$ cat config.mk
export PLATFORM = sky130hd
export DESIGN_NAME = slot_sched
export DESIGN_NICKNAME = d
export VERILOG_FILES = /design/src/rtl/slot_sched.sv
export SDC_FILE = /design/constraint.sdc
export NUM_CORES = 1
export LEC_CHECK = 0
export BUFFER_PORTS_ARGS = -buffer_cell sky130_fd_sc_hd__buf_4
export CORE_MARGIN = 10
export CORE_UTILIZATION = 51
export DETAILED_ROUTE_END_ITERATION = 7
export GPL_TIMING_DRIVEN = 0
export HOLD_SLACK_MARGIN = 0.08
export PLACE_DENSITY_LB_ADDON = 0.08
export SLEW_MARGIN = 10
export SYNTH_ARGS = -nofsm -noshare
export SYNTH_HDL_FRONTEND = slang
export SYNTH_SLANG_ARGS = --single-unit
$ cat constraint.sdc
create_clock -name clk -period 2.98 [get_ports clk]
set_input_delay 0.149 -clock clk [delete_from_list [all_inputs] [get_ports clk]]
set_output_delay 0.149 -clock clk [all_outputs]
set_load 0.1 [all_outputs]
$ cat src/rtl/slot_sched.sv
// Purpose : per-slot sequencer; latches one parameter set, launches matrix
//           generation, gates exactly MAT_RANK samples to the multiplier,
//           then waits for the multiplier before taking the next set.
// Latency : sample path is combinational (zero latency) while streaming;
//           control outputs are registered. Minimum slot period MAT_RANK+4.
// Backpressure: src_rdy follows mm_rdy only while streaming, else 0;
//           param_rdy only in IDLE, gen_rdy only in GEN.
//
// Ports:
//   clk, rst_n         clock, asynchronous active-low reset
//   abort              synchronous return to IDLE, highest priority
//   param_in/_vld/_rdy parameter bundle {x1,x2,x3,z1,z2}, handshake in IDLE
//   param_q            parameters held stable for the whole slot
//   gen_start          one-cycle pulse on entry to GEN
//   gen_vld/gen_rdy    sparse-matrix-ready handshake, GEN only
//   src_vld/src_rdy    upstream sample handshake
//   mm_vld/mm_rdy      multiplier sample handshake, mm_last on final sample
//   sample_idx         index of the sample currently presented
//   mm_done            multiplier finished the slot (observed in DRAIN only)
//   slot_done          one-cycle pulse at slot end
//   slot_cnt           completed-slot count, wraps
//   busy               state != IDLE
//   err                sticky GEN timeout flag, cleared only by reset

module slot_sched #(
   parameter int  SUBCAR_NUM   = 16,
   parameter int  OFDM_SYM_NUM = 16,
   parameter int  PARAM_W      = 160,
   parameter int  CNT_W        = 16,
   parameter int  GEN_TIMEOUT  = 1024,
   localparam int MAT_RANK     = SUBCAR_NUM * OFDM_SYM_NUM,
   localparam int IDX_W        = (MAT_RANK > 1) ? $clog2(MAT_RANK) : 1
) (
   input  logic               clk,
   input  logic               rst_n,
   input  logic               abort,
   input  logic [PARAM_W-1:0] param_in,
   input  logic               param_vld,
   output logic               param_rdy,
   output logic [PARAM_W-1:0] param_q,
   output logic               gen_start,
   input  logic               gen_vld,
   output logic               gen_rdy,
   input  logic               src_vld,
   output logic               src_rdy,
   output logic               mm_vld,
   input  logic               mm_rdy,
   output logic               mm_last,
   output logic [IDX_W-1:0]   sample_idx,
   input  logic               mm_done,
   output logic               slot_done,
   output logic [CNT_W-1:0]   slot_cnt,
   output logic               busy,
   output logic               err
);

   // Timeout counter must hold GEN_TIMEOUT-1; +1 keeps width >= 1 for tiny values.
   localparam int                TO_W     = $clog2(GEN_TIMEOUT + 1);
   localparam logic [TO_W-1:0]   TO_LAST  = TO_W'(GEN_TIMEOUT - 1);
   localparam logic [IDX_W-1:0]  IDX_LAST = IDX_W'(MAT_RANK - 1);

   // DONE exists so slot_done is seen while still busy; param_rdy then
   // rises the cycle after the pulse.
   typedef enum logic [2:0] {
      S_IDLE   = 3'd0,
      S_GEN    = 3'd1,
      S_STREAM = 3'd2,
      S_DRAIN  = 3'd3,
      S_DONE   = 3'd4
   } state_t;

   state_t             state_q;
   logic [TO_W-1:0]    to_cnt_q;
   logic [IDX_W-1:0]   idx_q;
   logic               gen_start_q;
   logic               slot_done_q;
   logic [CNT_W-1:0]   slot_cnt_q;
   logic               err_q;

   logic               in_stream;
   logic               mm_hs;
   logic               idx_last;

   // ---------------------------------------------------------------
   // State-derived handshakes and the zero-latency sample pass-through
   // ---------------------------------------------------------------
   assign in_stream = (state_q == S_STREAM);
   assign idx_last  = (idx_q == IDX_LAST);

   assign param_rdy = (state_q == S_IDLE);
   assign gen_rdy   = (state_q == S_GEN);
   assign busy      = (state_q != S_IDLE);

   assign mm_vld    = in_stream & src_vld;
   assign src_rdy   = in_stream & mm_rdy;
   assign mm_last   = in_stream & idx_last;
   assign mm_hs     = in_stream & src_vld & mm_rdy;

   assign gen_start  = gen_start_q;
   assign sample_idx = idx_q;
   assign slot_done  = slot_done_q;
   assign slot_cnt   = slot_cnt_q;
   assign err        = err_q;

   // ---------------------------------------------------------------
   // Sequencer
   // ---------------------------------------------------------------
   always_ff @(posedge clk or negedge rst_n) begin
      if (!rst_n) begin
         state_q     <= S_IDLE;
         param_q     <= '0;
         to_cnt_q    <= '0;
         idx_q       <= '0;
         gen_start_q <= 1'b0;
         slot_done_q <= 1'b0;
         slot_cnt_q  <= '0;
         err_q       <= 1'b0;
      end else begin
         // Pulses default low every cycle.
         gen_start_q <= 1'b0;
         slot_done_q <= 1'b0;

         if (abort) begin
            // Abort discards whatever handshake coincides with it; param_q,
            // slot_cnt and err are deliberately left alone.
            state_q  <= S_IDLE;
            idx_q    <= '0;
            to_cnt_q <= '0;
         end else begin
            case (state_q)
               S_IDLE: begin
                  if (param_vld) begin
                     param_q     <= param_in;
                     gen_start_q <= 1'b1;
                     to_cnt_q    <= '0;
                     state_q     <= S_GEN;
                  end
               end

               S_GEN: begin
                  // A handshake on the final allowed cycle beats the timeout.
                  if (gen_vld) begin
                     idx_q    <= '0;
                     to_cnt_q <= '0;
                     state_q  <= S_STREAM;
                  end else if (to_cnt_q == TO_LAST) begin
                     err_q    <= 1'b1;
                     to_cnt_q <= '0;
                     state_q  <= S_IDLE;
                  end else begin
                     to_cnt_q <= to_cnt_q + 1'b1;
                  end
               end

               S_STREAM: begin
                  if (mm_hs) begin
                     if (idx_last) begin
                        idx_q   <= '0;
                        state_q <= S_DRAIN;
                     end else begin
                        idx_q <= idx_q + 1'b1;
                     end
                  end
               end

               S_DRAIN: begin
                  if (mm_done) begin
                     slot_done_q <= 1'b1;
                     slot_cnt_q  <= slot_cnt_q + 1'b1;
                     state_q     <= S_DONE;
                  end
               end

               S_DONE: begin
                  state_q <= S_IDLE;
               end

               default: begin
                  state_q <= S_IDLE;
               end
            endcase
         end
      end
   end

endmodule

==> results.md <==
* Status: finished, final reports clean
* Share of synthesized flip-flops with an asynchronous set or reset at 1.00
* Final weighted congestion of routability-driven global placement at 0.826
* Share of synthesized area occupied by flip-flops and latches at 0.621
* IO Port Bufs at 360
* Basic-gate share of the synthesized area counting and, or, nand and nor cells at 0.0708
* Total grt overflow at 0
* Top flip-flop cell by instance count after synthesis: sky130_fd_sc_hd__dfrtp_1
* Cts bufs inserted at 22
* Normalized max-slew margin at 0.314
* Maximum number of buffers from clock root to sink at 3
* Overall via count from detail_route at 7089
* Post-synthesis sequential element count at 201
* Number of standard-cell rows in the floorplan at 46
* Number of synthesis warnings at 0
* Clock tree from TritonCTS: yes
* Total number of nets in the final design at 1276
* Kind of path behind the tightest hold check: primary input to flop
* Main area contributors after synthesis: sky130_fd_sc_hd__dfrtp_1 (62%), sky130_fd_sc_hd__mux2_1 (12%), sky130_fd_sc_hd__mux2_2 (10%)
* Count of final max-slew check failures at 0
* Instance area after placement at 0.0111 mm²
* Critical path required time at 3.36 ns
* Area share of the largest cell type after synthesis at 0.621
* Crit. End Element: flop
* Worst Clk Skew at 0.0136 ns
* Die footprint at 0.0213 mm²
* Final HPWL from detailed placement at 20300 µm
* Number of antenna violations at the first check in global routing at 2
* Startpoint of the lowest-slack register-to-register path: to_cnt_q[1]
* Violation count after the first detailed-routing iteration at 325
* Fraction of final layout cells with drive strength greater than 1 at 0.446
* Core Area at 0.0157 mm²
* Setup repair after global routing missed its margin: no
* Hold EP: sample_idx[6]
* Vias per std cell at 5.30
* Setup repair bufs after CTS at 0
* Final wirelength at 32600 µm
* Largest fanout of any net on the critical path at 10
* Number of levels the H-tree was split into at 1
* Post-synth cell types at 53
* Share of synthesized area spent on multiplexers at 0.227
* Compound-Gate Fraction of Synth Area at 0.0358
* Mean instance size in the synthesized netlist at 14.6 µm²
* Effective utilization at floorplan at 0.515
* Post-route core utilization at 0.865
* # clock sinks at 201
* Post-synth EDFFs at 0
* Synth Instances at 556
* Source-to-sink clock delay at the later pin of the worst-skew pair at 0.50 ns
* Data arrival time of the critical path at 2.70 ns
* Final non-filler cell area at 0.0136 mm²
* Synth Area in Adders at 0.00464
* Final period util at 0.777
* Number of nets in the synthesized netlist at 727
* Cell taking the most area after synthesis: sky130_fd_sc_hd__dfrtp_1
* Final critical delay including setup and external delays at 2.32 ns
* Die W at 146 µm
* Final-layout setup total negative slack at 0 ns
* First-pass detailed-route iteration total at 4
* Destination of the worst register-to-register timing path: state_q[1]
* Maximum achievable frequency at 0.432 GHz
* Hold violation count in the final report at 0
* Area of the mapped netlist at 0.00810 mm²
* Number of cells traversed by the worst hold path at 4
* Max-cap violations at 0
* Die H at 146 µm
* Setup slack of the most critical reg-to-reg path at 0.66 ns
* Antenna violation net count after detailed routing at 0
* Routed length per instance at 24.4 µm
* Slew at the pin closest to its max-slew limit at 1.02 ns
* Reg2reg path depth at 5
* Clock tree root driver cell: sky130_fd_sc_hd__clkbuf_16
* All-layer global routing usage at 0.295
* Number of I/O pins at 361
* Global-route wire length before repair at 49300 µm
* Xor and xnor fraction of the mapped netlist area at 0.0162
* Combinational family with the most area after synthesis: multiplexers
* Post-CTS clock slew at the launch and capture registers of the worst setup and hold paths at 0.06 ns
* Detailed-route DRC error count at 0
* Via count of the first global-routing pass at 8077
* Maximum number of pins on one net before global-route repair at 104
* Area growth from synthesis to layout at 67.9%
* Worst Hold Launch: mm_rdy
* Number of endpoints failing setup at the final stage at 0
* Setup Crit Path Kind: flop to flop
* Startpoint class of the critical path: flop
==> stage by stage <==
stage | hold WS [ns] | std cells | worst slack (ns)
after global placement | 0.363 | 1132 | 0.530
after global routing | 0.138 | 1338 | 0.505
after CTS | 0.113 | 1336 | 0.693
after detailed placement | 0.228 | 1133 | 0.724
final | 0.130 | 1338 | 0.665
after floorplan | -0.147 | 556 | 0.512
==> sequential cells by signal, summed over array words and instances, names as in the netlist <==
register	flops
err	1
gen_start	1
param_q	160
sample_idx	8
slot_cnt	16
slot_done	1
state_q	3
to_cnt_q	11
==> how the worst max path moves through the flow <==
stage,start,endpoint,cells past startpoint
2_1_floorplan,sample_idx[0],mm_last,3
3_3_place_gp,rst_n,param_q[149],1
3_5_place_dp,to_cnt_q[1],state_q[1],5
4_1_cts,to_cnt_q[1],state_q[1],5
5_1_grt,to_cnt_q[1],state_q[1],5
6_report,to_cnt_q[1],state_q[1],5
==> timing repair <==
item / in CTS / in global routing
resized for setup: 0 / 0
hold buffers: 164 / 0
hold endpoints to repair: 264 / 0
==> worst max-delay path, stage by stage (launching register included) <==
cell and delay [ns]:
sky130_fd_sc_hd__dfrtp_1 0.39, sky130_fd_sc_hd__ha_1 0.26, sky130_fd_sc_hd__nand2_1 0.09, sky130_fd_sc_hd__nor4_2 0.88, sky130_fd_sc_hd__o221ai_1 0.29, sky130_fd_sc_hd__a22o_1 0.29
==> synth_stat cells, drive strengths merged (5+ instances only) <==
| cell type | n |
|---|---|
| and2 | 7 |
| mux2 | 162 |
| nand3 | 14 |
| a21oi | 6 |
| dfrtp | 201 |
| inv | 11 |
| nor3 | 9 |
| xnor2 | 8 |
| a21o | 5 |
| or4 | 5 |
| nor2 | 10 |
| o21ai | 12 |
| nand2 | 12 |
| or3 | 6 |
| xor2 | 7 |
| clkbuf | 11 |
| and3 | 7 |
| buf | 15 |
==> logic make-up (layout without fill, tap and decap cells) <==
group / Yosys count / after routing
AO/OA/AOI/OAI: 43 / 43
XOR/XNOR: 15 / 15
adder cells (fa/ha/maj): 3 / 3
buffers and inverters: 37 / 601
flip-flops: 201 / 201
multiplexers: 163 / 163
other: 0 / 2
AND/OR/NAND/NOR: 94 / 94
==> cell type report <==
| type | count | area (µm²) |
|---|---|---|
| Sequential cell | 201 | 5030 |
| Clock inverter | 10 | 185 |
| Antenna cell | 2 | 5.00 |
| Clock buffer | 29 | 658 |
| Timing Repair Buffer | 525 | 4380 |
| Buffer | 26 | 160 |
| Inverter | 11 | 41.3 |
| Fill cell | 721 | 2120 |
| Multi-Input combinational cell | 318 | 2870 |
| Tap cell | 216 | 270 |
==> placed cells by master (no fill, tap or decap), drive strengths merged, types with 2 or more instances in the layout <==
cell / instances
nor4: 4
or4: 5
diode: 2
nor2: 10
nand2b: 3
a211oi: 2
or2: 2
ha: 3
buf: 376
or3: 6
nor3: 9
nand4: 4
bufinv: 5
clkbuf: 40
dfrtp: 201
clkinv: 3
o31ai: 4
and4: 2
inv: 12
a21oi: 6
nand2: 12
dlygate4sd3: 164
o21a: 4
xor2: 7
mux2: 162
nand3: 14
xnor2: 8
and2: 7
o21ai: 12
a22o: 2
nor3b: 4
a21o: 5
o311ai: 2
and3: 7
==> metal layers <==
| layer | track usage | wire length [µm] |
|---|---|---|
| met1 | 0.301 | 11300 |
| met4 | 0.140 | 1690 |
| met2 | 0.536 | 17000 |
| met5 | 0 | 0 |
| met3 | 0.0908 | 2640 |
Power is left out: the tool's default activity adds up to more than one toggle a clock period on the data nets, which glitch-free logic cannot reach.
